## config.mk

```make
export PLATFORM = sky130hd
export DESIGN_NAME = alu_wb_stage
export DESIGN_NICKNAME = d
export VERILOG_FILES = /design/src/rtl/alu_wb_stage.sv
export SDC_FILE = /design/constraint.sdc
export NUM_CORES = 1
export LEC_CHECK = 0
export BUFFER_PORTS_ARGS = -buffer_cell sky130_fd_sc_hd__buf_2
export CELL_PAD_IN_SITES_DETAIL_PLACEMENT = 0
export CELL_PAD_IN_SITES_GLOBAL_PLACEMENT = 2
export CORE_MARGIN = 3
export CORE_UTILIZATION = 35
export DETAILED_ROUTE_END_ITERATION = 7
export PLACE_DENSITY_LB_ADDON = 0.08
export SYNTH_ARGS = -nofsm -noshare
export SYNTH_HDL_FRONTEND = slang
export SYNTH_SLANG_ARGS = --single-unit
```

## constraint.sdc

```tcl
create_clock -name clk -period 3.48 [get_ports clk]
set_input_delay 0.696 -clock clk [delete_from_list [all_inputs] [get_ports clk]]
set_output_delay 0.696 -clock clk [all_outputs]
set_load 0.05 [all_outputs]
```

## src/rtl/alu_wb_stage.sv

```systemverilog
// Writeback/retire stage: 2-entry in-order elastic buffer between the ALU and the
// register-file write port, committing flags to a status register on retire.
// Optional: define ALU_WB_OVF_CNT_EN to enable the saturating retired-overflow counter.
module alu_wb_stage #(
  parameter int DWIDTH = 32,
  parameter int AWIDTH = 4
) (
  input  logic              clk,
  input  logic              rst,
  input  logic              in_valid,
  output logic              in_ready,
  input  logic [DWIDTH-1:0] in_result,
  input  logic              in_c,
  input  logic              in_z,
  input  logic              in_o,
  input  logic              in_s,
  input  logic              in_flag_we,
  input  logic [AWIDTH-1:0] in_dest,
  output logic              out_valid,
  input  logic              out_ready,
  output logic [DWIDTH-1:0] out_result,
  output logic [AWIDTH-1:0] out_dest,
  output logic [3:0]        status,
  output logic [7:0]        ovf_cnt
);

  logic [DWIDTH-1:0] buf_result [2];
  logic [AWIDTH-1:0] buf_dest   [2];
  logic [3:0]        buf_flags  [2];
  logic              buf_fwe    [2];
  logic              head;
  logic              tail;
  logic [1:0]        count;
  logic              push;
  logic              pop;

  // Handshake readiness depends only on registered occupancy, never on out_ready.
  assign in_ready   = (count != 2'd2);
  assign out_valid  = (count != 2'd0);
  assign push       = in_valid && in_ready;
  assign pop        = out_valid && out_ready;
  assign out_result = buf_result[head];
  assign out_dest   = buf_dest[head];

  always_ff @(posedge clk) begin
    if (rst) begin
      buf_result[0] <= '0;
      buf_result[1] <= '0;
      buf_dest[0]   <= '0;
      buf_dest[1]   <= '0;
      buf_flags[0]  <= '0;
      buf_flags[1]  <= '0;
      buf_fwe[0]    <= 1'b0;
      buf_fwe[1]    <= 1'b0;
      head          <= 1'b0;
      tail          <= 1'b0;
      count         <= '0;
      status        <= '0;
    end else begin
      if (push) begin
        buf_result[tail] <= in_result;
        buf_dest[tail]   <= in_dest;
        buf_flags[tail]  <= {in_s, in_o, in_z, in_c};
        buf_fwe[tail]    <= in_flag_we;
        tail             <= ~tail;
      end
      if (pop) begin
        head <= ~head;
        if (buf_fwe[head]) begin
          status <= buf_flags[head];
        end
      end
      case ({push, pop})
        2'b10:   count <= count + 2'd1;
        2'b01:   count <= count - 2'd1;
        default: count <= count;
      endcase
    end
  end

`ifdef ALU_WB_OVF_CNT_EN
  logic [7:0] ovf_q;

  always_ff @(posedge clk) begin
    if (rst) begin
      ovf_q <= '0;
    end else if (pop && buf_fwe[head] && buf_flags[head][2] && (ovf_q != '1)) begin
      ovf_q <= ovf_q + 8'd1;
    end
  end

  assign ovf_cnt = ovf_q;
`else
  assign ovf_cnt = '0;
`endif

endmodule

```

# Word-level counts from Yosys, hierarchy flattened
# Memory sizes are Yosys's and may differ from the RTL's. A register that Yosys moved wholly into a read port is not among the register bits.
# Cells that the tools add are included.
dict set report word_totals {
  register_bits 4
  ram_bits 82
  output_inout_bits 50
  elab_cells 47
  memories 4
}
# memory words word_bits rd rd_ports_with_merged_regs write_ports line
set mem_list {}
lappend mem_list {buf_result 2 32 1 1 2 27} ;# logic [DWIDTH-1:0] buf_result [2];
lappend mem_list {buf_dest 2 4 1 1 2 28} ;# logic [AWIDTH-1:0] buf_dest [2];
lappend mem_list {buf_flags 2 4 1 1 2 29} ;# logic [3:0] buf_flags [2];
lappend mem_list {buf_fwe 2 1 1 1 2 30} ;# logic buf_fwe [2];
dict set report classes {
  add_sub_neg 2
  n_eq_ne 3
  muxes 24
  bitwise 2
  n_reduce_logical 9
}
# cell count
set ops {}
lappend ops {{$mux 32} 1}
lappend ops {{$reduce_or 32->1} 1}
lappend ops {{$mux 1} 20}
lappend ops {{$mux 4} 2}
lappend ops {{$reduce_or 4->1} 2}
lappend ops {{$pmux 2 s2} 1}
lappend ops {{$reduce_bool 2->1} 2}
lappend ops {{$add 2x1->2 const B} 1}
lappend ops {{$eq 2x1->1 const B} 1}
lappend ops {{$eq 2x2->1 const B} 1}
lappend ops {{$logic_and 1x1->1} 2}
lappend ops {{$ne 2x2->1 const B} 1}
lappend ops {{$not 1->1} 2}
lappend ops {{$reduce_and 2->1} 1}
lappend ops {{$sub 2x1->2 const B} 1}
lappend ops {{$reduce_or 1->1} 1}

# Logic depth before layout (Yosys ltp)
# Gate-level depths: netlist of run 1.
dict set report depth {
  word_depth 7
  ltp_mapped 6
  ltp_nobuf 6
}

# Worst setup path after synthesis of run 1
# No wires, ideal clock.
dict set report synth_timing {
  path_kind {input port to flip-flop}
  from {in rst}
  to {mem buf_dest[0][0], enable pin}
  setup_ns 0.405
  t_arrival_ns 2.026
  required_time_ns 3.075
  setup_slack_ns 1.049
  stages 2
  cell_sequence {clkbuf_1 nand2b_1}
}
# item line
set synth_rtl {}
lappend synth_rtl {{start: declaration} 9} ;# input logic rst,
lappend synth_rtl {{end: declaration} 28}

==> impl_metrics.ini, run 1 <==
[worst_setup_path]
reg2reg_slack_ns = 1.62
path_class = reg2out
cp.arrival_ns = 1.98
startpoint_type = flip-flop
crit_family = flip-flops
cp-end-kind = output port
critPathMaxStageDelay_ns = 0.70
cp-endpoint = out_result[28]
reg2reg_to = buf_result[1][11]$_SDFFCE_PN0P_
worst-path-buf-inv = 2
crit_chain = buf_4 > mux2_2 > buf_2
r2r_start = count[0]$_SDFFE_PP0P_
crit_required_ns = 2.78
r2r_cells = 4
cp_max_fo = 22
cp_slowest_cell = dfxtp_2
worstSetupPathDepth = 3

[pwr]
p_sw_share_pct = 36.4
power_frac_comb_pct = 33.5
p_clk_share_pct = 27.0
p_int_uw = 2380
finalPower_uw = 3730
p_seq_share_pct = 39.5
power.net_switching_uw = 1360
peakVddDrop_v = 0.000298
power_leakage_uw = 0.00200
powerDensity_nw_per_um2 = 774

[timing]
fin_skew_ns = 0.00302
slew_viol_final = 0
slew_headroom_pct = 60.7
fmax_ghz = 0.373
hold_viol = 0
setup_viol = 0
period_share_pct = 77.0
min_period_ns = 2.68
fin_setup_tns_ns = 0
tightest_slew_ns = 0.574
rsz0062_at_grt = false

[clock_tree]
cts_tree = done
clk-insertion-delay-late_ns = 0.33
cts_setup_buffers = 0
numCtsBuffers = 9
cts_sinks = 91
clkTransAtPathRegs_ns = 0.06
clockRootBuffer = clkbuf_16
clk_path_buf_depth = 2
cts_resized = 0
htree_levels = 3
cts_hold_buffers = 0

[route]
wire_per_inst_um = 15.6
post-route-drc-count = 0
via_count = 2291
viasPerCell = 4.56
drt-pass1-iter-count = 5
first_iter_violations = 85
ant_nets = 0
drt_wl_total_um = 7810

[worst_hold_path]
holdCritStartpoint = status[1]$_SDFFE_PP0P_
hp-class = reg2reg

[synthesis]
synth.avg_cell_area_um2 = 14.8
synth-seq-cells = 91
yosys_warnings = 0
synth.yosys.seq_area_share_pct = 65.7
async_flop_share_pct = 0
dominantRegCellSynth = edfxtp_1
synth_cell_types = 27
synth_cells = 271
synth_area_um2 = 4020
synth-edff-count = 82

[grt]
grt_max_degree = 42
antenna_found_initial = 2
grt_pass1_vias = 2342
track_usage_pct = 13.1
grt_pass1_wl_um = 12600
grt_overflow = 0

[run_status]
outcome = complete, no violations

[floorplan]
core_um2 = 11000
ios = 95
dieArea_um2 = 12800
rows = 38
initial_utilization_pct = 36.5
die_x_um = 113
die_h_um = 113

[placed_design]
dp_hpwl_um = 4880
place.port_buffers = 86
place.gp.congestion = 0.713

[layout]
drive_above_1_share_pct = 41.4
area_growth_pct = 19.9
mostFrequentLayoutCell = buf_2
num-nets-final = 403
layout_common_cells = buf_2, and2_1, edfxtp_1
diodes = 0

[job]
drv_cap = 0
==> per-layer routing <==
layer  share of wire, %  GRT usage, %  up-vias  routed length [um]
li1                   -             -     1107                   -
met5               0.27             0        -                  21
met4                1.6          5.05        4                 123
met1                 43          15.3     1106                3380
met2                 49          22.0       61                3820
met3                5.9          4.97       13                 464
==> worst min path at each step <==
stage	to	cells past startpoint	slack, ns
2_1_floorplan	count[1]$_SDFFE_PP0P_	2	0.49
3_3_place_gp	status[0]$_SDFFE_PP0P_	2	0.46
3_5_place_dp	status[0]$_SDFFE_PP0P_	2	0.47
4_1_cts	status[0]$_SDFFE_PP0P_	2	0.48
5_1_grt	status[0]$_SDFFE_PP0P_	2	0.48
6_report	status[1]$_SDFFE_PP0P_	2	0.47
==> cell usage after synthesis (3+ instances only) <==
cell	number	share of area (%)
a21oi_1	6	0.75
buf_2	4	0.50
buf_4	8	1.5
buf_6	9	2.5
o21ai_0	5	0.62
nor2_1	3	0.28
edfxtp_1	82	61
and2_1	82	13
mux2_2	36	10
or3_1	5	0.78
mux2i_1	5	1.2
dfxtp_1	9	4.5
==> final cells by class <==
class | instances | area, um^2
Multi-Input combinational cell | 164 | 1220
Inverter | 1 | 3.75
Fill cell | 1052 | 6200
Sequential cell | 91 | 2640
Tap cell | 140 | 175
Clock buffer | 10 | 229
Timing Repair Buffer | 90 | 473
Clock inverter | 6 | 80.1
==> registers in the layout (all words and copies together), names as in the netlist, named ones only <==
register / flops
buf_result: 64
buf_dest: 8
buf_flags: 8
status: 4
buf_fwe: 2
count: 2
head: 1
tail: 1
==> worst register-to-register path: stages (launching register included) <==
cell,delay (ns)
dfxtp_1,0.42
nand2b_2,0.21
and4b_4,0.23
or2_2,0.43
buf_12,0.27
==> cells by family after synthesis <==
kind of cell,Yosys count,share of synthesized area (%)
muxes,41,11.3
DFF,91,65.7
buffers and inverters,23,4.70
other,1,0.0932
adders and majority gates,1,0.311
and+or+nand+nor,98,15.5
xor gates and xnor gates,3,0.653
AOI/OAI and AO/OA,13,1.74
==> metrics by stage <==
| stage | area [um^2] | setup WS, ns | utilization [%] | instances | hold WS, ns |
|---|---|---|---|---|---|
| 6_report | 4830 | 0.801 | 43.8 | 502 | 0.473 |
| 2_1_floorplan | 4050 | 1.05 | - | 278 | 0.491 |
| 3_5_place_dp | 4520 | 1.10 | 40.9 | 486 | 0.468 |
| 4_1_cts | 4830 | 0.730 | 43.8 | 502 | 0.476 |
| 3_3_place_gp | 4520 | 1.13 | 40.9 | 486 | 0.456 |
| 5_1_grt | 4830 | 0.657 | 43.8 | 502 | 0.485 |
==> power groups by stage <==
stage	Sequential, uW	Clock [uW]	Combinational, uW
4_1_cts	1480	1040	1270
2_1_floorplan	1440	0	1070
3_3_place_gp	1500	0	1260
5_1_grt	1500	1090	1330
3_5_place_dp	1500	0	1270
6_report	1470	1010	1250
Note: power is estimated with default switching activity, not from simulation.
==> run 2, diff against run 1 <==
Clock period 3.48 ns to 2.8 ns, I/O delays scaled along.
==> run 2 against run 1 <==
  * Count of clock-buffer cells in the layout stayed put
  * Via count decreased by 1.4%
  * Sequential share of layout area is essentially flat
  * Hold slack barely moved
  * Critical path depth stayed put
  * Worst setup slack lost 0.18 ns
  * Die area stayed put
  * First-iteration DRC count shrank 49%
  * Sequential cell count unchanged
  * Utilization hardly changed
  * Clock skew increased by 0.0043 ns
  * Largest cell class unchanged
==> impl_metrics.ini, run 2 (synthesized netlist as in run 1, its figures left out) <==
[run_status]
outcome = complete, no violations

[worst_setup_path]
crit_required_ns = 2.24
r2r_cells = 4
reg2reg_slack_ns = 1.02
path_class = reg2out
cp-end-kind = output port
r2r_start = count[0]$_SDFFE_PP0P_
cp.arrival_ns = 1.62
reg2reg_to = buf_result[1][19]$_SDFFCE_PN0P_
cp_max_fo = 31
startpoint_type = flip-flop

[pwr]
power_leakage_uw = 0.00199
p_seq_share_pct = 39.1
powerDensity_nw_per_um2 = 949
power.net_switching_uw = 1690
peakVddDrop_v = 0.000320
p_sw_share_pct = 37.0
p_clk_share_pct = 25.8
p_int_uw = 2880
power_frac_comb_pct = 35.1

[floorplan]
ios = 95
dieArea_um2 = 12800
core_um2 = 11000
die_h_um = 113
rows = 38
die_x_um = 113
initial_utilization_pct = 36.5

[clock_tree]
clkTransAtPathRegs_ns = 0.06
htree_levels = 3
cts_sinks = 91
clockRootBuffer = clkbuf_16
cts_tree = done
cts_resized = 0
clk-insertion-delay-late_ns = 0.33
cts_setup_buffers = 0
clk_path_buf_depth = 2
numCtsBuffers = 9
cts_hold_buffers = 0

[layout]
largest_reg_flops = 64
layout_common_cells = buf_2, and2_1, edfxtp_1
stdcell_area_um2 = 4820
drive_above_1_share_pct = 41.2
diodes = 0
fin_util_pct = 43.7
mostFrequentLayoutCell = buf_2
area_growth_pct = 19.9
top_regs = buf_result (64), buf_dest (8), buf_flags (8)
top_register = buf_result
num-nets-final = 403

[timing]
setup_ws_ns = 0.620
hold_viol = 0
period_share_pct = 77.8
tightest_slew_ns = 0.593
fmax_ghz = 0.459
holdWs_ns = 0.473
setup_viol = 0
fin_skew_ns = 0.00728
fin_setup_tns_ns = 0
slew_viol_final = 0
slew_headroom_pct = 60.4
rsz0062_at_grt = false
min_period_ns = 2.18

[route]
wire_per_inst_um = 14.9
via_count = 2258
first_iter_violations = 43
drt-pass1-iter-count = 4
viasPerCell = 4.50
ant_nets = 0
drt_wl_total_um = 7490
post-route-drc-count = 0

[grt]
grt_pass1_vias = 2412
grt_pass1_wl_um = 12200
grt_max_degree = 42
antenna_found_initial = 1
track_usage_pct = 12.5
grt_overflow = 0

[placed_design]
dp_hpwl_um = 4680
place.port_buffers = 86
pre_cts_ws_ns = 0.777
place.gp.congestion = 0.679
placed_area_um2 = 4530

[worst_hold_path]
holdCritStartpoint = status[3]$_SDFFE_PP0P_
hp-class = reg2reg
hold_end = status[3]$_SDFFE_PP0P_
hold-path-cell-count = 2

[job]
drv_cap = 0
run 2: power groups by stage:
stage               logic (uW)  clock network [uW]  registers, uW
finish                    1610                1180           1790
detailed placement        1640                   0           1820
global placement          1640                   0           1820
global route              1720                1270           1820
CTS                       1640                1220           1800
floorplan                 1330                   0           1790
run 2: cell type report:
type / count / area, um^2
Clock inverter: 6 / 66.3
Clock buffer: 10 / 229
Inverter: 1 / 3.75
Timing Repair Buffer: 90 / 485
Multi-Input combinational cell: 164 / 1220
Sequential cell: 91 / 2640
Fill cell: 1055 / 6210
Tap cell: 140 / 175
run 2: how the worst max path moves through the flow:
stage               startpoint                         endpoint  slack, ns  cells past startpoint
global placement           rst  buf_result[1][11]$_SDFFCE_PN0P_       0.80                      4
floorplan                  rst     buf_dest[0][0]$_SDFFCE_PN0P_       0.51                      2
finish               flip-flop                   out_result[30]       0.62                      3
global route         flip-flop                   out_result[10]       0.53                      3
detailed placement         rst  buf_result[1][11]$_SDFFCE_PN0P_       0.78                      4
CTS                  flip-flop                   out_result[10]       0.57                      3
run 2: per-stage QoR:
| step | std cells | power, uW |
|---|---|---|
| after floorplan | 278 | 3120 |
| after global placement | 486 | 3460 |
| after detailed placement | 486 | 3460 |
| after CTS | 502 | 4660 |
| after global routing | 502 | 4810 |
| final | 502 | 4580 |
run 2: worst max-delay path, cell delays in order, from the launching register on:
cell,delay (ns)
dfxtp_2,0.44
buf_12,0.24
mux2_2,0.37
buf_2,0.21
run 2: per-layer routing:
metal  up-vias  track usage, %  routed length [um]
met2        54            21.0                3760
met4         2            5.05                  70
li1       1111               -                   -
met3         6            4.33                 479
met1      1085            14.5                3170
met5         -               0                  13
